**src/rtl/kernel_cfg_pkg.sv**
```systemverilog
// -----------------------------------------------------------------------------
// kernel_cfg_pkg
// Shared definitions for the stage-2 kernel configuration unit:
//   - kmode_e  : kernel source encodings carried on `mode`
//   - kstate_e : control FSM states
//   - the 3x3 preset cores (Laplacian, identity, sharpen, box)
//   - params_ok(): parameter legality check used at elaboration time
// -----------------------------------------------------------------------------
package kernel_cfg_pkg;

    typedef enum logic [2:0] {
        KM_LAPLACIAN = 3'd0,
        KM_IDENTITY  = 3'd1,
        KM_SHARPEN   = 3'd2,
        KM_BOX       = 3'd3,
        KM_CUSTOM    = 3'd4
    } kmode_e;

    typedef enum logic [1:0] {
        KS_IDLE   = 2'd0,
        KS_COMMIT = 2'd1,
        KS_NOTIFY = 2'd2
    } kstate_e;

    // 3x3 cores, row-major, top-left first.
    localparam int LAPLACIAN_CORE [9] = '{0, -1, 0, -1, 4, -1, 0, -1, 0};
    localparam int SHARPEN_CORE   [9] = '{0, -1, 0, -1, 5, -1, 0, -1, 0};

    // Coefficient of a preset core at position idx (0..8). Modes without a
    // preset (custom, reserved) yield 0.
    function automatic int core_coef(input logic [2:0] mode, input int idx);
        int v;
        v = 0;
        case (mode)
            KM_LAPLACIAN: v = LAPLACIAN_CORE[idx];
            KM_IDENTITY:  v = (idx == 4) ? 1 : 0;
            KM_SHARPEN:   v = SHARPEN_CORE[idx];
            KM_BOX:       v = 1;
            default:      v = 0;
        endcase
        return v;
    endfunction

    // K must be odd and at least 3 so the 3x3 core has a centre; CW must hold
    // the largest preset value (+5) as a signed number.
    function automatic bit params_ok(input int k, input int cw);
        return (k >= 3) && ((k % 2) == 1) && (cw >= 4);
    endfunction

endpackage

```
**src/rtl/kernel_preset_rom.sv**
```systemverilog
// -----------------------------------------------------------------------------
// kernel_preset_rom
// Combinational preset table: maps a kernel mode to a flat K*K*CW bus holding
// the mode's 3x3 core centred in a KxK kernel, all other cells zero.
// Ports:
//   mode   in  3        kernel mode (kmode_e encoding)
//   preset out K*K*CW   slot (r*K+c) at [(r*K+c)*CW +: CW]; slot 0 = top-left
// -----------------------------------------------------------------------------
module kernel_preset_rom #(
    parameter int K  = 3,
    parameter int CW = 4
) (
    input  logic [2:0]        mode,
    output logic [K*K*CW-1:0] preset
);
    import kernel_cfg_pkg::*;

    if (!params_ok(K, CW)) begin : g_param_check
        $error("kernel_preset_rom: K must be odd and >= 3, CW must be >= 4");
    end

    // Row/column of the top-left cell of the centred 3x3 core.
    localparam int OFF = (K - 3) / 2;

    always_comb begin
        preset = '0;
        for (int r = 0; r < 3; r++) begin
            for (int c = 0; c < 3; c++) begin
                // Truncating the int to CW bits is exactly sign extension
                // for these small constants.
                preset[((r + OFF) * K + (c + OFF)) * CW +: CW] = CW'(core_coef(mode, r * 3 + c));
            end
        end
    end

endmodule

```
**src/rtl/kernel_config_unit.sv**
```systemverilog
// -----------------------------------------------------------------------------
// kernel_config_unit
// KxK signed coefficient bank for convolution stage 2. A kernel is taken from
// the preset ROM or from a streamed shadow bank and committed atomically to
// the active bank on `start`; stage 3 is then notified with `stage3_start`.
//
// Load handshake: a beat transfers on a rising edge where
// load_valid && load_ready; load_ready drops only in COMMIT, so the shadow
// bank is never written while it may be copied to the active bank.
//
// Ports:
//   clk, rst      clock; asynchronous active-high reset
//   start, mode   commit request and kernel source (sampled in IDLE)
//   load_valid    coefficient beat valid
//   load_data     CW-bit signed coefficient, row-major, top-left first
//   load_ready    beat accepted when load_valid && load_ready
//   coef          active kernel, slot (r*K+c) at [(r*K+c)*CW +: CW]
//   kernel_valid  active bank holds a committed kernel
//   stage3_start  one-cycle pulse after each successful commit
//   busy          high outside IDLE
//   err           one-cycle pulse on a rejected commit
//   state_dbg     current FSM state (kstate_e encoding), for observation
// -----------------------------------------------------------------------------
module kernel_config_unit #(
    parameter int K  = 3,
    parameter int CW = 4
) (
    input  logic              clk,
    input  logic              rst,
    input  logic              start,
    input  logic [2:0]        mode,
    input  logic              load_valid,
    input  logic [CW-1:0]     load_data,
    output logic              load_ready,
    output logic [K*K*CW-1:0] coef,
    output logic              kernel_valid,
    output logic              stage3_start,
    output logic              busy,
    output logic              err,
    output logic [1:0]        state_dbg
);
    import kernel_cfg_pkg::*;

    if (!params_ok(K, CW)) begin : g_param_check
        $error("kernel_config_unit: K must be odd and >= 3, CW must be >= 4");
    end

    localparam int NSLOT = K * K;
    localparam int NW    = NSLOT * CW;
    localparam int IDX_W = $clog2(NSLOT);
    localparam logic [IDX_W-1:0] LAST_IDX = IDX_W'(NSLOT - 1);

    kstate_e          state_q, state_d;
    logic [2:0]       mode_q, mode_d;
    logic [IDX_W-1:0] idx_q, idx_d;
    logic             shadow_full_q, shadow_full_d;
    logic [NW-1:0]    shadow_q, shadow_d;
    logic [NW-1:0]    active_q, active_d;
    logic             kernel_valid_q, kernel_valid_d;
    logic             stage3_start_q, stage3_start_d;
    logic             err_q, err_d;

    logic [NW-1:0]    preset;
    logic             beat_acc;

    kernel_preset_rom #(.K(K), .CW(CW)) u_rom (
        .mode   (mode_q),
        .preset (preset)
    );

    assign load_ready   = (state_q != KS_COMMIT);
    assign beat_acc     = load_valid && load_ready;
    assign coef         = active_q;
    assign kernel_valid = kernel_valid_q;
    assign stage3_start = stage3_start_q;
    assign err          = err_q;
    assign busy         = (state_q != KS_IDLE);
    assign state_dbg    = state_q;

    always_comb begin
        state_d        = state_q;
        mode_d         = mode_q;
        idx_d          = idx_q;
        shadow_full_d  = shadow_full_q;
        shadow_d       = shadow_q;
        active_d       = active_q;
        kernel_valid_d = kernel_valid_q;
        stage3_start_d = 1'b0;
        err_d          = 1'b0;

        // Shadow streaming. Never active in COMMIT, so it cannot collide
        // with the idx/shadow_full clear done by a custom commit below.
        if (beat_acc) begin
            shadow_d[idx_q * CW +: CW] = load_data;
            if (idx_q == LAST_IDX) begin
                idx_d         = '0;
                shadow_full_d = 1'b1;
            end else begin
                idx_d = idx_q + 1'b1;
            end
        end

        case (state_q)
            KS_IDLE: begin
                if (start) begin
                    state_d = KS_COMMIT;
                    mode_d  = mode;
                end
            end
            KS_COMMIT: begin
                if (mode_q < 3'(KM_CUSTOM)) begin
                    active_d       = preset;
                    kernel_valid_d = 1'b1;
                    stage3_start_d = 1'b1;
                    state_d        = KS_NOTIFY;
                end else if ((mode_q == 3'(KM_CUSTOM)) && shadow_full_q) begin
                    active_d       = shadow_q;
                    shadow_full_d  = 1'b0;
                    idx_d          = '0;
                    kernel_valid_d = 1'b1;
                    stage3_start_d = 1'b1;
                    state_d        = KS_NOTIFY;
                end else begin
                    // Incomplete shadow or reserved mode: active bank kept.
                    err_d   = 1'b1;
                    state_d = KS_IDLE;
                end
            end
            KS_NOTIFY: begin
                state_d = KS_IDLE;
            end
            default: begin
                state_d = KS_IDLE;
            end
        endcase
    end

    always_ff @(posedge clk or posedge rst) begin
        if (rst) begin
            state_q        <= KS_IDLE;
            mode_q         <= '0;
            idx_q          <= '0;
            shadow_full_q  <= 1'b0;
            shadow_q       <= '0;
            active_q       <= '0;
            kernel_valid_q <= 1'b0;
            stage3_start_q <= 1'b0;
            err_q          <= 1'b0;
        end else begin
            state_q        <= state_d;
            mode_q         <= mode_d;
            idx_q          <= idx_d;
            shadow_full_q  <= shadow_full_d;
            shadow_q       <= shadow_d;
            active_q       <= active_d;
            kernel_valid_q <= kernel_valid_d;
            stage3_start_q <= stage3_start_d;
            err_q          <= err_d;
        end
    end

endmodule

```
**config.mk**
```make
export PLATFORM = sky130hd
export DESIGN_NAME = kernel_config_unit
export DESIGN_NICKNAME = d
export VERILOG_FILES = /design/src/rtl/kernel_cfg_pkg.sv /design/src/rtl/kernel_preset_rom.sv /design/src/rtl/kernel_config_unit.sv
export SDC_FILE = /design/constraint.sdc
export NUM_CORES = 1
export LEC_CHECK = 0
export BUFFER_PORTS_ARGS = -buffer_cell sky130_fd_sc_hd__buf_2
export CELL_PAD_IN_SITES_DETAIL_PLACEMENT = 2
export CELL_PAD_IN_SITES_GLOBAL_PLACEMENT = 2
export CORE_ASPECT_RATIO = 0.8
export CORE_UTILIZATION = 37
export DETAILED_ROUTE_END_ITERATION = 10
export HOLD_SLACK_MARGIN = 0.12
export PLACE_DENSITY_LB_ADDON = 0.1
export SLEW_MARGIN = 20
export SYNTH_ARGS = -nofsm -noshare
export SYNTH_HDL_FRONTEND = slang
export SYNTH_SLANG_ARGS = --single-unit
```
**constraint.sdc**
```tcl
create_clock -name clk -period 2.85 [get_ports clk]
set_input_delay 0.285 -clock clk [delete_from_list [all_inputs] [get_ports clk]]
set_output_delay 0.285 -clock clk [all_outputs]
set_load 0.02 [all_outputs]
```
### Word-level counts from Yosys, hierarchy flattened

Cells that the tools add are included.

| word-level totals | value |
|---|---|
| output and inout port bits | 43 |
| bits in registers | 85 |
| word-level logic and storage cells | 60 |

| cells by class | value |
|---|---|
| reduce and logical (&&, ||, !) cells | 10 |
| shift-type cells | 2 |
| magnitude comparators | 1 |
| add/subtract/negate cells | 2 |
| equality and inequality tests | 8 |
| multiplexer cells | 28 |

Operator list:

| operator | number |
|---|---|
| 36-bit two-way mux | 2 |
| 36-bit bitwise mux | 1 |
| 4-bit by 34-bit variable shift with 36-bit output (first input constant) | 1 |
| 4-bit by 34-bit variable part select with 36-bit output | 1 |
| 6-bit negation with 34-bit output | 1 |
| 4-bit two-way mux | 5 |
| 1-bit two-way mux | 14 |
| 3-bit one-hot mux with 3 select lines | 1 |
| 4-bit one-hot mux with 2 select lines | 1 |
| 3-bit by 2-bit equality test with 1-bit output (second input constant) | 2 |
| 2-bit two-way mux | 3 |
| 4-bit by 1-bit adder with 4-bit output (second input constant) | 1 |
| 4-bit equality test (second input constant) | 1 |
| 2-bit one-hot mux with 2 select lines | 1 |
| 2-bit AND reduction | 2 |
| 2-bit nonzero test | 2 |
| 2-bit OR reduction | 2 |
| 3-bit by 1-bit equality test with 1-bit output (second input constant) | 1 |
| 3-bit equality test (second input constant) | 1 |
| 3-bit logical NOT | 1 |
| 3-bit less-than comparator (second input constant) | 1 |
| 2-bit by 1-bit equality test with 1-bit output (second input constant) | 1 |
| 1-bit logical AND | 2 |
| 2-bit logical NOT | 1 |
| other kinds (2) | 2 |

### Longest topological paths before layout

Gate-level depths: netlist of the first run.

| logic depth | value |
|---|---|
| word-level depth | 6 |
| depth in mapped cells | 8 |
| mapped depth without buffers | 6 |

### Modules after synthesis

From an unflattened synthesis of the first run, not the netlist that was laid out.

| unflattened totals | value |
|---|---|
| cell total of the unflattened synthesis | 383 |
| area total of the unflattened synthesis | 4145.2 um^2 |

By module, submodules not included:

| module | instances | sequential area each (um^2) | cells an instance | area an instance (um^2) |
|---|---|---|---|---|
| kernel_config_unit | 1 | 2127.0 | 343 | 3873.7 |
| kernel_preset_rom | 1 | 0.0 | 40 | 271.5 |

### Worst setup path after synthesis of the first run

OpenSTA, ideal clock, no wires.

| timing path | value |
|---|---|
| path type | register to register |
| from | reg idx_q[0] |
| to | reg shadow_q[16] |
| data arrival time | 2.192 ns |
| period minus slack after synthesis | 2.317 ns |
| buffers on the path | 1 |
| required time | 2.725 ns |
| cell stages (with the launch flop) | 8 |
| setup time | 0.125 ns |
| path slack | 0.533 ns |
| path through | dfrtp_1 -> clkbuf_1 -> inv_1 -> ha_1 -> xor2_2 -> and4bb_4 -> o311a_4 -> mux2_4 |

| on the way | value |
|---|---|
| word-level cells in the longest chain between the ends | 3 |
| elaborated cells between the ends (all ways) | 4 |
| those cells by class | 1 x add/sub; 2 x shift; 1 x mux |

Ends and longest elaborated chain:

| item | RTL line | text |
|---|---|---|
| start: declaration | kernel_config_unit.sv:55 | `logic [IDX_W-1:0] idx_q, idx_d;` |
| start signal: assignment | kernel_config_unit.sv:152 | `idx_q <= idx_d;` |
| 6-bit negation with 34-bit output (*) | kernel_config_unit.sv:94 | `shadow_d[idx_q * CW +: CW] = load_data;` |
| 4-bit by 34-bit variable part select with 36-bit output / 4-bit by 34-bit variable shift with 36-bit output (equally long branches) | kernel_config_unit.sv:94 |  |
| 36-bit bitwise mux (*) | kernel_config_unit.sv:94 |  |
| end signal: assignment | kernel_config_unit.sv:154 | `shadow_q <= shadow_d;` |
| end: declaration | kernel_config_unit.sv:57 | `logic [NW-1:0] shadow_q, shadow_d;` |

Every way passes the cells marked *; elsewhere a longest branch is shown, timed or not.
A chain may end at the register's enable or synchronous reset.

### Final worst setup path of the first run

| timing path | value |
|---|---|
| from | reg idx_q[1] |
| to | reg shadow_q[10] |

The elaborated chain is that of the path after synthesis.

==> metrics.cfg, run 1 <==
[grt]
grt_usage_pct = 20.86
grt_max_degree = 43
first_global_vias = 2915
grt_overflow_total = 0
antenna_found_initial = 0
grt_pass1_wl_um = 16370

[logic_synthesis]
yosysUniqueCellTypes = 43
yosysMostFrequentCell = dfrtp_1
synth_ff_type = dfrtp_1
ys_ff_latch = 85
synth_cells = 329
yosysSeqAreaShare_pct = 56.35
synth-edff-count = 0
ys_warn_count = 0
syn_area_per_cell_um2 = 11.47
synth_top_area_share_pct = 56.35
synth_top_cell_by_area = dfrtp_1
synth_commonest_cells = 85 x dfrtp_1, 43 x nand2_1, 26 x mux2_2, 24 x a21oi_1, 23 x inv_1
synthesis.nets = 346
synth.area.top_cells = dfrtp_1 56%, mux2_2 7.8%, nand2_1 4.3%, mux2i_1 4.2%, a22o_1 3.2%
synth-async-reset-ratio_pct = 100.0
syn_area_um2 = 3775

[clock_network]
path_clk_slew_ps = 60
postCtsHoldBufs = 1
clock_latency_ps = 340
cts_sinks = 85
numCtsBuffers = 9
cts_tree = yes
max-clock-path-buffers = 2
cts_setup_buffers = 0
clk_root_buffer_cell = clkbuf_16
htree_levels = 3
ctsResizeCount = 0

[worst_setup_path]
cp-end-kind = flip-flop
required_ps = 3070
critPathMaxFanout = 9
cp.arrival_ps = 2570
start_kind = flip-flop
crit_type = reg -> reg

[route]
detail-route-antenna-nets = 0
drc = 0
routed_wl_um = 10010
drt-pass1-iter-count = 4
via_per_inst = 5.097
drtIter0Drc = 111
wl_per_cell_um = 18.95
via_count = 2691

[floorplanning]
die_area_um2 = 10610
die_x_um = 114.9
ioPinCount = 54
row_count = 32
core_um2 = 9769
die_h_um = 92.34
start_util_pct = 38.64

[power_and_ir_drop]
ir_drop_mv = 0.4478
power_density_nw_per_um2 = 1133
power.leakage_nw = 2.284

[placement]
dp_slack_ps = 543.5
place_congestion = 0.8439
dp_hpwl_um = 7148
dpl.cell_count = 511
port_buffers = 53

[sta]
grt_setup_unrepaired = false
final_hold_viol_count = 0
fin_hold_ws_ps = 182.5
finalSetupTns_ps = 0
tightest_slew_ps = 638.7
clock.fmax_mhz = 426.4
clock_skew_ps = 4.864
setup_violations = 0
fin_ws_ps = 504.6
drv_slew = 0
slew_headroom_pct = 57.37
post-route-period-util_pct = 82.29
period_needed_ps = 2345

[min_path]
hp-class = in -> reg

[cells_and_area]
diodes = 0
area_growth_pct = 19.36
final_cells = 528
nets = 404
drive_gt1_share_pct = 29.34

[status]
status = finished clean

[job]
cap_violations = 0

critical path, stage by stage, from the launching register on:
cell and delay (ps):
dfrtp_1 510, inv_1 150, ha_1 300, xor2_2 380, and4bb_4 320, nand2_1 200
mux2_2 370
layout by cell type, fill, tap and decap left out, drive strengths merged, types with 3 or more instances in the layout:
cell type,instances
a21oi,24
a22o,14
and2,6
and3,6
buf,60
clkbuf,14
clkinv,3
dfrtp,85
ha,6
inv,23
mux2,30
mux2i,16
nand2,43
nand3,4
nor2,9
nor2b,7
nor3,3
o21ai,10
o31ai,3
metal layers:
| layer | global-route usage [%] | up-vias | wire (um) |
|---|---|---|---|
| met1 | 29.20 | 1395 | 5042 |
| met2 | 32.33 | 41 | 4575 |
| met5 | 0 | - | 0 |
| li1 | - | 1244 | - |
| met4 | 6.494 | 0 | 126 |
| met3 | 4.450 | 11 | 262 |
path summary, 6_finish.rpt:
path                                                from                       end  slack (ps)  depth (start not counted)
worst max-delay path                  idx_q[1]$_DFF_PP0_  shadow_q[10]$_DFFE_PP0P_         500                          6
worst min-delay path                             mode[1]     mode_q[1]$_DFFE_PP0P_         180                          2
worst max register to register        idx_q[1]$_DFF_PP0_  shadow_q[10]$_DFFE_PP0P_         500                          6
max in group asynchronous                            rst      coef[29]$_DFFE_PP0P_        1480                          4
min in group asynchronous                            rst      coef[26]$_DFFE_PP0P_         550                          3
worst min register to register  kernel_valid$_DFFE_PP0P_  kernel_valid$_DFFE_PP0P_         460                          1
registers in the layout, indices dropped and copies added (netlist names):
register,cells
coef,36
stage3_start,1
shadow_q,36
shadow_full_q,1
state_dbg,2
kernel_valid,1
err,1
idx_q,4
mode_q,3
cell type report:
type / instances / area (um2)
Clock buffer: 14 / 284.0
Multi-Input combinational cell: 206 / 1490
Sequential cell: 85 / 2127
Tap cell: 136 / 170.2
Inverter: 24 / 92.59
Clock inverter: 2 / 13.76
Fill cell: 1061 / 5264
Timing Repair Buffer: 61 / 327.8
kinds of logic (layout without fill, tap and decap cells):
family	after synthesis	count (layout)	synth area share (%)
adders and majority gates	6	6	1.989
xor gates and xnor gates	1	1	0.4310
muxes	46	46	13.59
DFF	85	85	56.35
AOI/OAI and AO/OA	59	59	10.64
buffers and inverters	38	101	4.176
and+or+nand+nor	94	94	12.83
power by group:
| group | switching, mW | internal (mW) | total (mW) | leakage [nW] |
|---|---|---|---|---|
| clock network | 0.462 | 0.688 | 1.15 | 0.149 |
| registers | 0.316 | 1.65 | 1.96 | 1.05 |
| logic | 1.21 | 0.779 | 1.99 | 1.08 |
| total | 1.99 | 3.11 | 5.10 | 2.28 |
stage by stage:
step	area (um2)	utilization (%)	total power, mW
6_report	4506	46.12	5.104
5_1_grt	4506	46.12	5.428
4_1_cts	4506	46.12	5.170
3_5_place_dp	4198	42.97	3.968
3_3_place_gp	4198	42.97	3.861
2_1_floorplan	3775	-	3.297
No activity file was read; power rests on OpenSTA's default activity.
==> run 2: changes to the inputs <==
- CORE_UTILIZATION: 37 -> 34
- clock period: 2.85 -> 2.14 ns (I/O delays scaled with it)
==> run 2 against run 1 <==
- clock-buffer cell count shrank 5
- fmax is 16% higher
- clock skew about the same
- global-route usage fell by 1.7 points
- largest cell class unchanged
- via count grew 1.0%
- first-iteration DRC count is 18% lower
- core utilization shrank 3.1 points
- largest power group unchanged
- sequential share of layout area decreased by 1.6 points
- non-clock buffer count increased by 11
- sequential power grew 29%
- flip-flop and latch count stayed put
==> metrics.cfg, run 2 (synthesis results as in run 1) <==
[worst_setup_path]
required_ps = 2360  ; -710 ps
cp-end-kind = flip-flop
critPathMaxStageDelay_ps = 370  ; -140 ps
startpoint = idx_q[1]$_DFF_PP0_
crit_buf_inv = 1  ; unchanged
critPathMaxFanout = 8  ; -1
start_kind = flip-flop
crit_type = reg -> reg
crit_slowest_cell = dfrtp_1
cp.arrival_ps = 2240  ; -330 ps
worst-path-stages = 6  ; unchanged
r2r_cells = 6  ; unchanged
cp_top_family = simple AND/OR/NAND/NOR gates
timing.rr.start = idx_q[1]$_DFF_PP0_
path_cells = buf_4, nor3_1, ha_2, and4bb_4, nand2_1, mux2_2

[power_and_ir_drop]
power_frac_seq_pct = 35.7  ; -2.8 points
switching_share_pct = 37.99  ; -0.98 points
power_mw = 7.063  ; +38%
internal_power_mw = 4.380  ; +41%
ir_drop_mv = 0.5599  ; +25%
power_density_nw_per_um2 = 1513  ; +34%
power.leakage_nw = 2.337  ; +2.3%
power.switching_mw = 2.683  ; +35%
pwr-share-clk_pct = 23.3  ; +0.8 points
combPwrFrac_pct = 41.0  ; +2.0 points

[route]
via_count = 2719  ; +1.0%
drt-pass1-iter-count = 4  ; unchanged
wl_per_cell_um = 18.20  ; -4.0%
detail-route-antenna-nets = 0  ; unchanged
drc = 0  ; unchanged
drtIter0Drc = 91  ; -18%
routed_wl_um = 9937  ; -0.69%
via_per_inst = 4.980  ; -2.3%

[clock_network]
numCtsBuffers = 9  ; unchanged
clock_latency_ps = 340  ; about the same
cts_tree = yes
path_clk_slew_ps = 60  ; about the same
clk_root_buffer_cell = clkbuf_16
max-clock-path-buffers = 2  ; unchanged
cts_sinks = 85  ; unchanged
cts_setup_buffers = 0  ; unchanged
htree_levels = 3  ; unchanged

[min_path]
min_from = mode[0]
whs_path_depth = 2  ; unchanged
hp-class = in -> reg

[cells_and_area]
area_growth_pct = 23.63
layout_common_cells = 84 x dfrtp_1, 53 x buf_2, 42 x nand2_1
diodes = 0  ; unchanged
final_common_cell = dfrtp_1
nets = 415  ; +2.7%
drive_gt1_share_pct = 32.09  ; +2.8 points

[grt]
grt_pass1_wl_um = 16360  ; about the same
first_global_vias = 2957  ; +1.4%
grt_usage_pct = 19.15  ; -1.7 points
grt_max_degree = 43  ; unchanged
antenna_found_initial = 0  ; unchanged
grt_overflow_total = 0  ; unchanged

[floorplanning]
die_h_um = 96.25  ; +4.2%
die_area_um2 = 11530  ; +8.7%
core_um2 = 10850  ; +11%
start_util_pct = 34.80  ; -3.8 points
ioPinCount = 54  ; unchanged
die_x_um = 119.8  ; +4.2%
row_count = 34  ; +6.3%

[sta]
slew_headroom_pct = 50.09  ; -7.3 points
grt_setup_unrepaired = false
final_hold_viol_count = 0  ; unchanged
clock_skew_ps = 5.007  ; +0.1423 ps
period_needed_ps = 2020  ; -324.9 ps
tightest_slew_ps = 747.0  ; +108.3 ps
post-route-period-util_pct = 94.41  ; +12 points
clock.fmax_mhz = 494.9  ; +16%
drv_slew = 0  ; unchanged
setup_violations = 0  ; unchanged
finalSetupTns_ps = 0  ; unchanged

[status]
status = finished clean

[placement]
port_buffers = 53  ; unchanged
place_congestion = 0.8172  ; -3.2%
dp_hpwl_um = 7032  ; -1.6%

[job]
cap_violations = 0  ; unchanged

[run 2: cell types whose count changed in the layout (fill, tap and decap cells not counted), moves of 2 or more]
cell	before	now
ha_2	0	2
dlygate4sd3_1	1	3
buf_12	0	2
bufinv_16	0	2
clkbuf_8	4	0
clkinvlp_4	0	3
ha_1	6	4
buf_4	7	14
[run 2: power groups by stage]
stage	registers, mW	clock network, mW	logic, mW
2_1_floorplan	2.81	0	1.60
3_3_place_gp	2.53	0	2.78
3_5_place_dp	2.56	0	2.87
4_1_cts	2.53	1.70	2.91
5_1_grt	2.60	1.75	3.21
6_report	2.52	1.64	2.90
[run 2: path summary, 6_finish.rpt]
| path | to | slack, ps |
|---|---|---|
| max | shadow_q[4]$_DFFE_PP0P_ | 120 |
| min | mode_q[0]$_DFFE_PP0P_ | 130 |
| max reg2reg | shadow_q[4]$_DFFE_PP0P_ | 120 |
| min reg2reg | kernel_valid$_DFFE_PP0P_ | 460 |
| max in group asynchronous | idx_q[0]$_DFF_PP0_ | 990 |
| min in group asynchronous | coef[10]$_DFFE_PP0P_ | 550 |
[run 2: routing by layer]
metal  global-route usage, %  up-vias  share of wire (%)
met3                   3.910        9                3.1
met2                   30.01       43                 46
met4                   6.250        0                1.3
li1                        -     1274                  -
met1                   26.58     1393                 50
met5                       0        -                  0
[run 2: repair_timing]
item                                   4_1_cts  5_1_grt
endpoints found under the hold margin       30        0
resized for setup                            0        4
setup endpoints to repair                    0        4
hold buffers                                 3        0
[run 2: worst register-to-register path, cell delays in order (launching register included)]
cell and delay [ps]:
dfrtp_1 370, buf_4 170, nor3_1 170, ha_2 360, and4bb_4 260, nand2_1 210, mux2_2 370
[run 2: stage by stage]
stage          utilization [%]  hold slack [ps]  area (um2)  setup slack [ps]  instances
6_report                 43.02            133.4        4667             119.5        546
4_1_cts                  42.85            125.2        4648             83.08        546
5_1_grt                  43.02            137.4        4667             6.092        546
2_1_floorplan                -            347.8        3790             2.182        329
3_5_place_dp             39.68            378.3        4304             121.8        528
3_3_place_gp             39.68            383.8        4304             183.0        528
[run 2: area by class of cell]
cell class / instances / area, um2
Clock buffer: 9 / 225.2
Clock inverter: 6 / 88.84
Fill cell: 1152 / 6181
Inverter: 24 / 95.09
Multi-Input combinational cell: 206 / 1509
Sequential cell: 85 / 2128
Tap cell: 144 / 180.2
Timing Repair Buffer: 72 / 440.4
==> run 3: changes to the inputs <==
- ABC_AREA: unset -> 1
- CORE_UTILIZATION: 34 -> 31
==> run 3 against run 2 <==
- clock skew grew 4.5 ps
- setup slack gained 71 ps
- synthesized cell count grew 43%
- area after synthesis grew 4.2%
- cell count grew 30%
- routed wire length grew 13%
- largest power group unchanged
- highest routed layer unchanged
==> metrics.cfg, run 3 <==
[job]
cap_violations = 0  ; unchanged

[worst_setup_path]
critPathMaxStageDelay_ps = 450  ; +80 ps
crit_type = reg -> reg
cp-end-kind = flip-flop
required_ps = 2360  ; about the same
cp_top_family = simple AND/OR/NAND/NOR gates
crit_buf_inv = 1  ; unchanged
start_kind = flip-flop
path_cells = nor2_1, nand2_1, inv_1, ha_1, nor3_1, nand3_2, nand2_1, o21ai_0
cp.arrival_ps = 2170  ; -70 ps
cpMostUsedCell = nand2_1
critPathMaxFanout = 8  ; unchanged
crit_slowest_cell = dfrtp_1

[logic_synthesis]
synth_cells = 471  ; +43%
ys_ff_latch = 85  ; unchanged
synth_top_cell_by_area = dfrtp_1
synth_ff_type = dfrtp_1
synth_top_area_share_pct = 54.09  ; -2.3 points
synth-async-reset-ratio_pct = 100.0  ; unchanged
yosysMostFrequentCell = nand2_1
synthesis.nets = 488  ; +41%
syn_area_um2 = 3933  ; +4.2%
synth-edff-count = 0  ; unchanged
synth_commonest_cells = 189 x nand2_1, 85 x dfrtp_1, 36 x inv_1, 36 x o21ai_0, 33 x nor2_1
yosysUniqueCellTypes = 25  ; -42%
synth.area.top_cells = dfrtp_1 54%, nand2_1 18%, o21ai_0 4.6%, nand3_1 3.6%, inv_1 3.4%
syn_area_per_cell_um2 = 8.349  ; -27%
ys_warn_count = 0  ; unchanged
yosysSeqAreaShare_pct = 54.09  ; -2.3 points

[clock_network]
cts_tree = yes
path_clk_slew_ps = 60  ; about the same
numCtsBuffers = 9  ; unchanged
htree_levels = 3  ; unchanged
clock_latency_ps = 350  ; about the same
clk_root_buffer_cell = clkbuf_16
max-clock-path-buffers = 2  ; unchanged
cts_setup_buffers = 0  ; unchanged
cts_sinks = 85  ; unchanged

[sta]
clock.fmax_mhz = 513.0  ; +3.6%
clock_skew_ps = 9.480  ; +4.473 ps
fin_hold_ws_ps = 177.2  ; +43.82 ps
setup_violations = 0  ; unchanged
slew_headroom_pct = 54.80  ; +4.7 points
fin_ws_ps = 190.5  ; +70.98 ps
period_needed_ps = 1949  ; -70.98 ps
tightest_slew_ps = 676.6  ; -70.49 ps
final_hold_viol_count = 0  ; unchanged
drv_slew = 0  ; unchanged
post-route-period-util_pct = 91.10  ; -3.3 points

[power_and_ir_drop]
ir_drop_mv = 0.5990  ; +7.0%
power.leakage_nw = 2.607  ; +12%
power_density_nw_per_um2 = 1506  ; -0.51%

[status]
status = finished clean

[floorplanning]
ioPinCount = 54  ; unchanged
row_count = 36  ; +5.9%
die_area_um2 = 13140  ; +14%
die_h_um = 102.7  ; +6.7%
start_util_pct = 32.10  ; -2.7 points
die_x_um = 127.9  ; +6.8%
core_um2 = 12250  ; +13%

[route]
wl_per_cell_um = 15.89  ; -13%
via_per_inst = 4.640  ; -6.8%
drtIter0Drc = 66  ; -27%
drc = 0  ; unchanged
detail-route-antenna-nets = 0  ; unchanged
via_count = 3290  ; +21%
drt-pass1-iter-count = 4  ; unchanged
routed_wl_um = 11270  ; +13%

[placement]
dp_slack_ps = 173.1  ; +51.22 ps
place_congestion = 0.8267  ; +1.2%
dp_hpwl_um = 8362  ; +19%
port_buffers = 53  ; unchanged

[grt]
grt_overflow_total = 0  ; unchanged
grt_pass1_wl_um = 18330  ; +12%
grt_usage_pct = 18.70  ; -0.44 points
antenna_found_initial = 0  ; unchanged
first_global_vias = 3457  ; +17%
grt_max_degree = 37  ; -14%

[cells_and_area]
regArea_um2 = 2127  ; about the same
diodes = 0  ; unchanged
area_growth_pct = 21.25
final_common_cell = nand2_1
final.fill_count = 1448  ; +26%
nets = 550  ; +33%
drive_gt1_share_pct = 18.40  ; -14 points
multi_input_area_um2 = 1572  ; +4.1%
layout_common_cells = 189 x nand2_1, 85 x dfrtp_1, 53 x buf_2
finalCoreUtilization_pct = 38.92  ; -4.1 points

[min_path]
hp-class = in -> reg

==> run 3: cell types whose count changed in the layout (fill, tap and decap cells not counted), sizes merged, moves of 5 or more <==
cell,delta
and2,-6
mux2i,-16
mux2,-30
nor2,+28
buf,-9
inv,+16
o21ai,+26
a21oi,-10
and3,-6
a22o,-14
nand2,+156
nand3,+26
nor2b,-7
clkbuf,+5
==> run 3: worst paths after layout <==
path	slack, ps	end	from	cells after the start
worst max-delay path	190	shadow_q[3]$_DFFE_PP0P_	idx_q[1]$_DFF_PP0_	8
worst min-delay path	180	mode_q[1]$_DFFE_PP0P_	start	4
worst max register to register	190	shadow_q[3]$_DFFE_PP0P_	idx_q[1]$_DFF_PP0_	8
worst min register to register	460	coef[23]$_DFFE_PP0P_	coef[23]$_DFFE_PP0P_	2
max in group asynchronous	1040	shadow_q[10]$_DFFE_PP0P_	rst	4
min in group asynchronous	520	shadow_q[6]$_DFFE_PP0P_	rst	3
==> run 3: logic make-up (layout without fill, tap and decap cells) <==
logic type,count (synthesis),count (layout),share of synthesized area [%]
AOI/OAI and AO/OA,50,50,6.650
adders and majority gates,6,6,1.909
buffers and inverters,52,119,6.077
DFF,85,85,54.09
and+or+nand+nor,278,278,31.28
==> run 3: per-stage QoR <==
stage,instances,setup TNS (ps),area (um2),power (mW)
floorplan,471,0,3936,4.590
global placement,689,0,4400,5.439
detailed placement,689,0,4400,5.566
CTS,709,0,4763,7.296
global route,709,-37.01,4768,7.725
finish,709,0,4768,7.180
==> run 3: worst register-to-register path: stages, from the launching register on <==
cell     delay, ps
dfrtp_1        450
nor2_1         200
nand2_1        100
inv_1           70
ha_1           280
nor3_1         270
nand3_2        250
nand2_1        120
o21ai_0         90
==> run 3: timing repair <==
item                                   4_1_cts  5_1_grt
gates resized for setup                      0        1
setup endpoints to repair                    0        4
endpoints found under the hold margin       28        0
hold buffers                                 4        0
==> run 3: layer usage <==
layer,vias up,GRT usage [%],part of all wire (%)
met5,-,0,0
li1,1596,-,-
met4,0,6.787,1.4
met2,46,30.35,46
met1,1634,24.83,49
met3,14,3.996,3.3
==> run 3: cell type report <==
type | instances | area share, %
well taps | 171 | 4.487
inverters | 39 | 3.149
clock inverters | 2 | 0.8134
multi-input cells | 334 | 32.96
repair buffers | 64 | 8.029
clock buffers | 14 | 5.956
flip-flops and latches | 85 | 44.61
==> run 3: power by group <==
group	internal, mW	total, mW	switching, mW
clock	1.03	1.67	0.639
combinational	0.884	3.00	2.12
sequential	2.17	2.51	0.335
total	4.09	7.18	3.09
